$ cat src/rtl/rle_stream_decoder.sv
// Run-length pixel stream decoder: buffers {run,colour} words, expands per next_pixel.
// Optional RLE_DECODER_STATS_EN adds a saturating underrun_count output.
module rle_stream_decoder #(
  parameter int COLOUR_BITS = 6,
  parameter int RUN_BITS    = 10,
  parameter int FIFO_DEPTH  = 4
) (
  input  logic                            clk,
  input  logic                            rstn,
  input  logic [RUN_BITS+COLOUR_BITS-1:0] in_data,
  input  logic                            in_valid,
  output logic                            in_ready,
  input  logic                            next_frame,
  input  logic                            next_pixel,
  output logic [COLOUR_BITS-1:0]          colour,
  output logic                            fetch_restart,
  output logic                            underrun,
`ifdef RLE_DECODER_STATS_EN
  output logic [7:0]                      underrun_count,
`endif
  output logic                            frame_done
);

  localparam int W  = RUN_BITS + COLOUR_BITS;
  localparam int AW = $clog2(FIFO_DEPTH);

  localparam logic [1:0] S_IDLE = 2'd0;
  localparam logic [1:0] S_FILL = 2'd1;
  localparam logic [1:0] S_RUN  = 2'd2;
  localparam logic [1:0] S_END  = 2'd3;

  localparam logic [RUN_BITS-1:0] RUN_ONE = 1;

  logic [1:0]          state;
  logic [W-1:0]        mem [FIFO_DEPTH];
  logic [AW:0]         wp;
  logic [AW:0]         rp;
  logic [RUN_BITS-1:0] cnt;

  logic                empty;
  logic                full;
  logic                push;
  logic                want;
  logic                pop;
  logic                head_ok;
  logic                wr_fifo;
  logic                starve;
  logic [W-1:0]        head;
  logic [RUN_BITS-1:0] head_run;

  assign empty = (wp == rp);
  assign full  = (wp[AW] != rp[AW]) &&
                 (wp[AW-1:0] == rp[AW-1:0]);

  assign in_ready = !full &&
                    (state == S_FILL || state == S_RUN);

  assign push = in_valid && in_ready && !next_frame;

  // An empty buffer lets the incoming word pass straight to the run logic
  assign head     = empty ? in_data : mem[rp[AW-1:0]];
  assign head_ok  = !empty || push;
  assign head_run = head[W-1:COLOUR_BITS];

  always_comb begin
    want = 1'b0;
    if (!next_frame) begin
      unique case (1'b1)
        state == S_FILL: want = 1'b1;
        state == S_RUN:
          want = (cnt == '0) ||
                 (next_pixel && cnt == RUN_ONE);
        default: want = 1'b0;
      endcase
    end
  end

  assign pop     = want && head_ok;
  assign wr_fifo = push && !(empty && pop);

  assign starve = !next_frame && next_pixel &&
                  (state == S_FILL ||
                   (state == S_RUN && cnt == '0));

  always_ff @(posedge clk or negedge rstn) begin
    if (!rstn) begin
      wp <= '0;
      rp <= '0;
    end else if (next_frame) begin
      wp <= '0;
      rp <= '0;
    end else begin
      if (wr_fifo)
        wp <= wp + 1'b1;
      if (pop && !empty)
        rp <= rp + 1'b1;
    end
  end

  always_ff @(posedge clk) begin
    if (wr_fifo)
      mem[wp[AW-1:0]] <= in_data;
  end

  always_ff @(posedge clk or negedge rstn) begin
    if (!rstn) begin
      state         <= S_IDLE;
      cnt           <= '0;
      colour        <= '0;
      fetch_restart <= 1'b0;
      underrun      <= 1'b0;
      frame_done    <= 1'b0;
    end else begin
      fetch_restart <= next_frame;
      if (next_frame) begin
        state      <= S_FILL;
        cnt        <= '0;
        colour     <= '0;
        underrun   <= 1'b0;
        frame_done <= 1'b0;
      end else begin
        if (starve)
          underrun <= 1'b1;
        if (pop) begin
          if (head_run == '0) begin
            state      <= S_END;
            frame_done <= 1'b1;
            colour     <= '0;
            cnt        <= '0;
          end else begin
            state  <= S_RUN;
            cnt    <= head_run;
            colour <= head[COLOUR_BITS-1:0];
          end
        end else if (state == S_RUN && next_pixel &&
                     cnt != '0) begin
          cnt <= cnt - 1'b1;
          // last pixel gone and nothing buffered
          if (cnt == RUN_ONE)
            colour <= '0;
        end
      end
    end
  end

`ifdef RLE_DECODER_STATS_EN
  logic [7:0] ucnt;

  assign underrun_count = ucnt;

  always_ff @(posedge clk or negedge rstn) begin
    if (!rstn)
      ucnt <= '0;
    else if (next_frame)
      ucnt <= '0;
    else if (starve && ucnt != 8'hff)
      ucnt <= ucnt + 1'b1;
  end
`endif

endmodule

$ cat config.mk
export PLATFORM = sky130hd
export DESIGN_NAME = rle_stream_decoder
export DESIGN_NICKNAME = d
export VERILOG_FILES = /design/src/rtl/rle_stream_decoder.sv
export SDC_FILE = /design/constraint.sdc
export NUM_CORES = 1
export LEC_CHECK = 0
export CAP_MARGIN = 20
export CORE_UTILIZATION = 53
export DETAILED_ROUTE_END_ITERATION = 10
export PLACE_DENSITY = 0.82
export SKIP_CTS_REPAIR_TIMING = 1
export SYNTH_ARGS = -nofsm -noshare
export SYNTH_HDL_FRONTEND = slang
export SYNTH_SLANG_ARGS = --single-unit
$ cat constraint.sdc
create_clock -name clk -period 2.57 [get_ports clk]
set_clock_uncertainty 0.2 [all_clocks]
set_input_delay 0.514 -clock clk [delete_from_list [all_inputs] [get_ports clk]]
set_output_delay 0.514 -clock clk [all_outputs]
set_load 0.01 [all_outputs]
==> out/results.txt <==
Average detailed-routed wire length per instance = 19.66 um
Post-route DRC = 0
Part of the total power dissipated in sequential elements = 0.349
Most used DFF post-synth = sky130_fd_sc_hd__edfxtp_1
Antenna Cells = 0
Sort of element at the start of the critical path = flop
Slew at the pin closest to its max-slew limit = 524.6 ps
Fraction of layout cells with a size suffix above 1 = 0.2594
Maximum vdd drop = 0.4895 mV
TritonCTS clock tree = done
Area of the core = 7767 um^2
Number of buffer cells added on primary ports = 30
Initial antenna violation count = 0
Clock transition time at the flip-flop clock pins of the worst setup and hold paths = 100 ps
Relative max-transition margin = 0.6503
Final worst setup slack = -61.00 ps
Die Outline Area = 8418 um^2
Int Pwr = 3.557 mW
Final max-slew violation count = 0
Number of failing setup endpoints in the final timing report = 6
Crit path capture type = flop
Syn Nets = 306
Number of enable flip-flop cells after synthesis = 64
Number of DRC violations after detailed-routing iteration 0 = 131
Adder-cell share of the synthesized area = 0.02931
Most common library cells after synthesis = 64 x sky130_fd_sc_hd__edfxtp_1, 27 x sky130_fd_sc_hd__dfrtp_1, 15 x sky130_fd_sc_hd__nor3_1
Sequential element share of the synthesized area = 0.6084
Number of nets still failing antenna checks after routing = 0
Class of the most critical setup path = flop to flop
Compound-cell area share of the yosys netlist = 0.08353
Total Neg Setup Slack = -310.2 ps
Async set-or-reset flop fraction in the synthesized netlist = 0.2967
Register bit total from synthesis = 91
Number of clock buffers inserted by TritonCTS = 9
Switching power = 2.118 mW
Static leakage = 1.887 nW
Clk buf depth = 2
Number of global-route vias before repair = 2749
Syn-to-layout area delta = 21.66%
Arrival @ worst endpoint = 2690 ps
Initial core utilization = 0.5496
Die height = 91.75 um
Final-report hold violation count = 0
Gate count of the mapped netlist = 275
Proportion of total power due to net switching = 0.3732
Simple-gate share of the synthesized area = 0.07298
Number of warning messages in the yosys log = 0
Total length of routed wires = 8.828 mm
Die X = 91.75 um
Post-synthesis instance area = 4269 um^2
Average cell area after synthesis = 15.52 um^2
Peak Freq = 380.1 MHz
Cell Pwr Density = 1093 nW/um^2
Wire length of the first global-routing pass = 13.95 mm
Internal reg-to-reg setup slack = -60 ps
Count of standard-cell rows = 32
Clock network latency to the later pin of the worst-skew pair = 360 ps
Overall via count from detail_route = 2648
Num Clock Sinks = 91
Last weighted congestion value of the routability-driven placer = 0.8574
Boundary pin count = 31
Capture instance of the worst register-to-register path = colour[5]$_DFFE_PN0P_
R2R Path Start = rp[0]$_DFFE_PN0P_
First-pass iteration count of the detailed router = 4
Count of placed standard cells including taps = 430
Worst slack at placement = -317.7 ps
Outcome = complete, but fails checks
Most common cell in the synthesized netlist = sky130_fd_sc_hd__edfxtp_1
Worst path required time = 2630 ps
Share of cell area taken by muxes after synthesis = 0.1486
Critical path peak fanout = 7
Main combinational cell family by area after synthesis = multiplexers
CTS root buf = sky130_fd_sc_hd__clkbuf_8
Overall global routing resource usage = 0.2264
Cell taking the most area after synthesis = sky130_fd_sc_hd__edfxtp_1
Max-cap violations = 0
Distinct cell type count after synthesis = 53
Minimum clock period = 2631 ps
Post-Layout Cell Count = 449
Pin count of the biggest net entering global routing = 28
Xor/xnor share of the synthesized area = 0.02814
Proportion of power drawn by combinational gates = 0.487
Worst r2r path cells = 6
Utilization after layout = 0.6687
HPWL Detailed = 6.145 mm
Instance area after placement = 4949 um^2
Final Instance Area = 5194 um^2
Cell types occupying the most area after synthesis = sky130_fd_sc_hd__edfxtp_1 45%, sky130_fd_sc_hd__dfrtp_1 16%, sky130_fd_sc_hd__mux4_1 7.4%, sky130_fd_sc_hd__ha_1 2.9%, sky130_fd_sc_hd__mux2_2 2.9%
Share of the clock period used by the worst path after layout = 1.024
H-tree levels = 3
Number of nets in the finished design = 373
Relative contribution of the clock network to total power = 0.164
Total power = 5.675 mW
Min-delay worst type = input pin to async pin
RSZ-0062 raised after global routing = yes
Vias per inst = 5.898
Tightest hold margin = 331.3 ps
Failing checks = negative setup slack
Total congestion overflow = 0
Top-area cell type share of the netlist area = 0.4502
layer usage:
layer | track usage | share of wire
met1 | 0.2881 | 0.42
met2 | 0.3628 | 0.49
met3 | 0.04312 | 0.066
met4 | 0.1367 | 0.028
met5 | 0 | 0
cells by family (layout without fill, tap and decap cells):
group                    after synthesis  after routing
flip-flops                            91             91
multiplexers                          37             37
adder cells (fa/ha/maj)               10             10
buffers and inverters                 21             93
AND/OR/NAND/NOR                       57             57
XOR/XNOR                              12             12
AO/OA/AOI/OAI                         47             47
area by class of cell:
type	instances	area, um^2
Sequential cell	91	2599
Fill cell	552	2574
Multi-Input combinational cell	163	1572
Timing Repair Buffer	69	674.4
Tap cell	102	127.6
Clock buffer	9	123.9
Clock inverter	7	67.56
Inverter	8	30.03
power by group through the flow:
stage / Clock [mW] / Combinational [mW] / Sequential, mW
CTS: 0.947 / 2.69 / 1.98
floorplan: 0 / 1.76 / 1.99
finish: 0.931 / 2.76 / 1.98
global route: 0.999 / 2.96 / 2.00
detailed placement: 0 / 2.68 / 2.01
global placement: 0 / 2.58 / 1.99
critical path: stages, from the launching register on:
cell                      delay (ps)
sky130_fd_sc_hd__dfrtp_1         440
sky130_fd_sc_hd__buf_12          160
sky130_fd_sc_hd__mux4_2          540
sky130_fd_sc_hd__nor4_4          310
sky130_fd_sc_hd__a22oi_2         140
sky130_fd_sc_hd__o41a_1          490
sky130_fd_sc_hd__a32o_1          260
sequential cells by signal, indices dropped and copies added, names as in the netlist:
register       cells
cnt               10
rp                 3
colour             6
mem               64
wp                 3
underrun           1
frame_done         1
state              2
fetch_restart      1
layout by cell type, fill, tap and decap left out, types with 2 or more instances in the layout:
cell                              instances
sky130_fd_sc_hd__xnor2_1                  4
sky130_fd_sc_hd__clkinvlp_4               3
sky130_fd_sc_hd__xor2_1                   6
sky130_fd_sc_hd__nand3_1                  4
sky130_fd_sc_hd__xnor2_2                  2
sky130_fd_sc_hd__a32o_1                   6
sky130_fd_sc_hd__clkdlybuf4s50_1         29
sky130_fd_sc_hd__mux2_2                  11
sky130_fd_sc_hd__ha_1                    10
sky130_fd_sc_hd__and3_1                   2
sky130_fd_sc_hd__nand2_1                  7
sky130_fd_sc_hd__buf_4                   32
sky130_fd_sc_hd__mux2i_1                  9
sky130_fd_sc_hd__mux4_1                   9
sky130_fd_sc_hd__clkbuf_8                 9
sky130_fd_sc_hd__edfxtp_1                64
sky130_fd_sc_hd__buf_12                   6
sky130_fd_sc_hd__and2_1                   4
sky130_fd_sc_hd__o31ai_1                  4
sky130_fd_sc_hd__nor3_1                  15
sky130_fd_sc_hd__o21ai_0                  4
sky130_fd_sc_hd__a211oi_1                 6
sky130_fd_sc_hd__inv_8                    4
sky130_fd_sc_hd__a21oi_1                 11
sky130_fd_sc_hd__nor2b_1                  3
sky130_fd_sc_hd__nand2b_1                 2
sky130_fd_sc_hd__mux4_2                   7
sky130_fd_sc_hd__inv_1                    7
sky130_fd_sc_hd__nor2_1                   8
sky130_fd_sc_hd__dfrtp_1                 26
sky130_fd_sc_hd__a31o_2                   2
sky130_fd_sc_hd__a21o_1                   2
sky130_fd_sc_hd__a31oi_1                  2
worst max path at each step:
| stage | slack, ps | endpoint | start | depth (start not counted) |
|---|---|---|---|---|
| 2_1_floorplan | 100 | mem[3][0]$_DFFE_PP_ | cnt[0]$_DFFE_PN0P_ | 7 |
| 3_3_place_gp | -280 | colour[0]$_DFFE_PN0P_ | in_data[11] | 6 |
| 3_5_place_dp | -320 | colour[0]$_DFFE_PN0P_ | in_data[11] | 6 |
| 4_1_cts | -250 | in_ready | rp[1]$_DFFE_PN0P_ | 4 |
| 5_1_grt | -120 | colour[3]$_DFFE_PN0P_ | rp[0]$_DFFE_PN0P_ | 6 |
| 6_report | -60 | colour[5]$_DFFE_PN0P_ | rp[0]$_DFFE_PN0P_ | 6 |
Note: power is estimated with default switching activity, not from simulation.
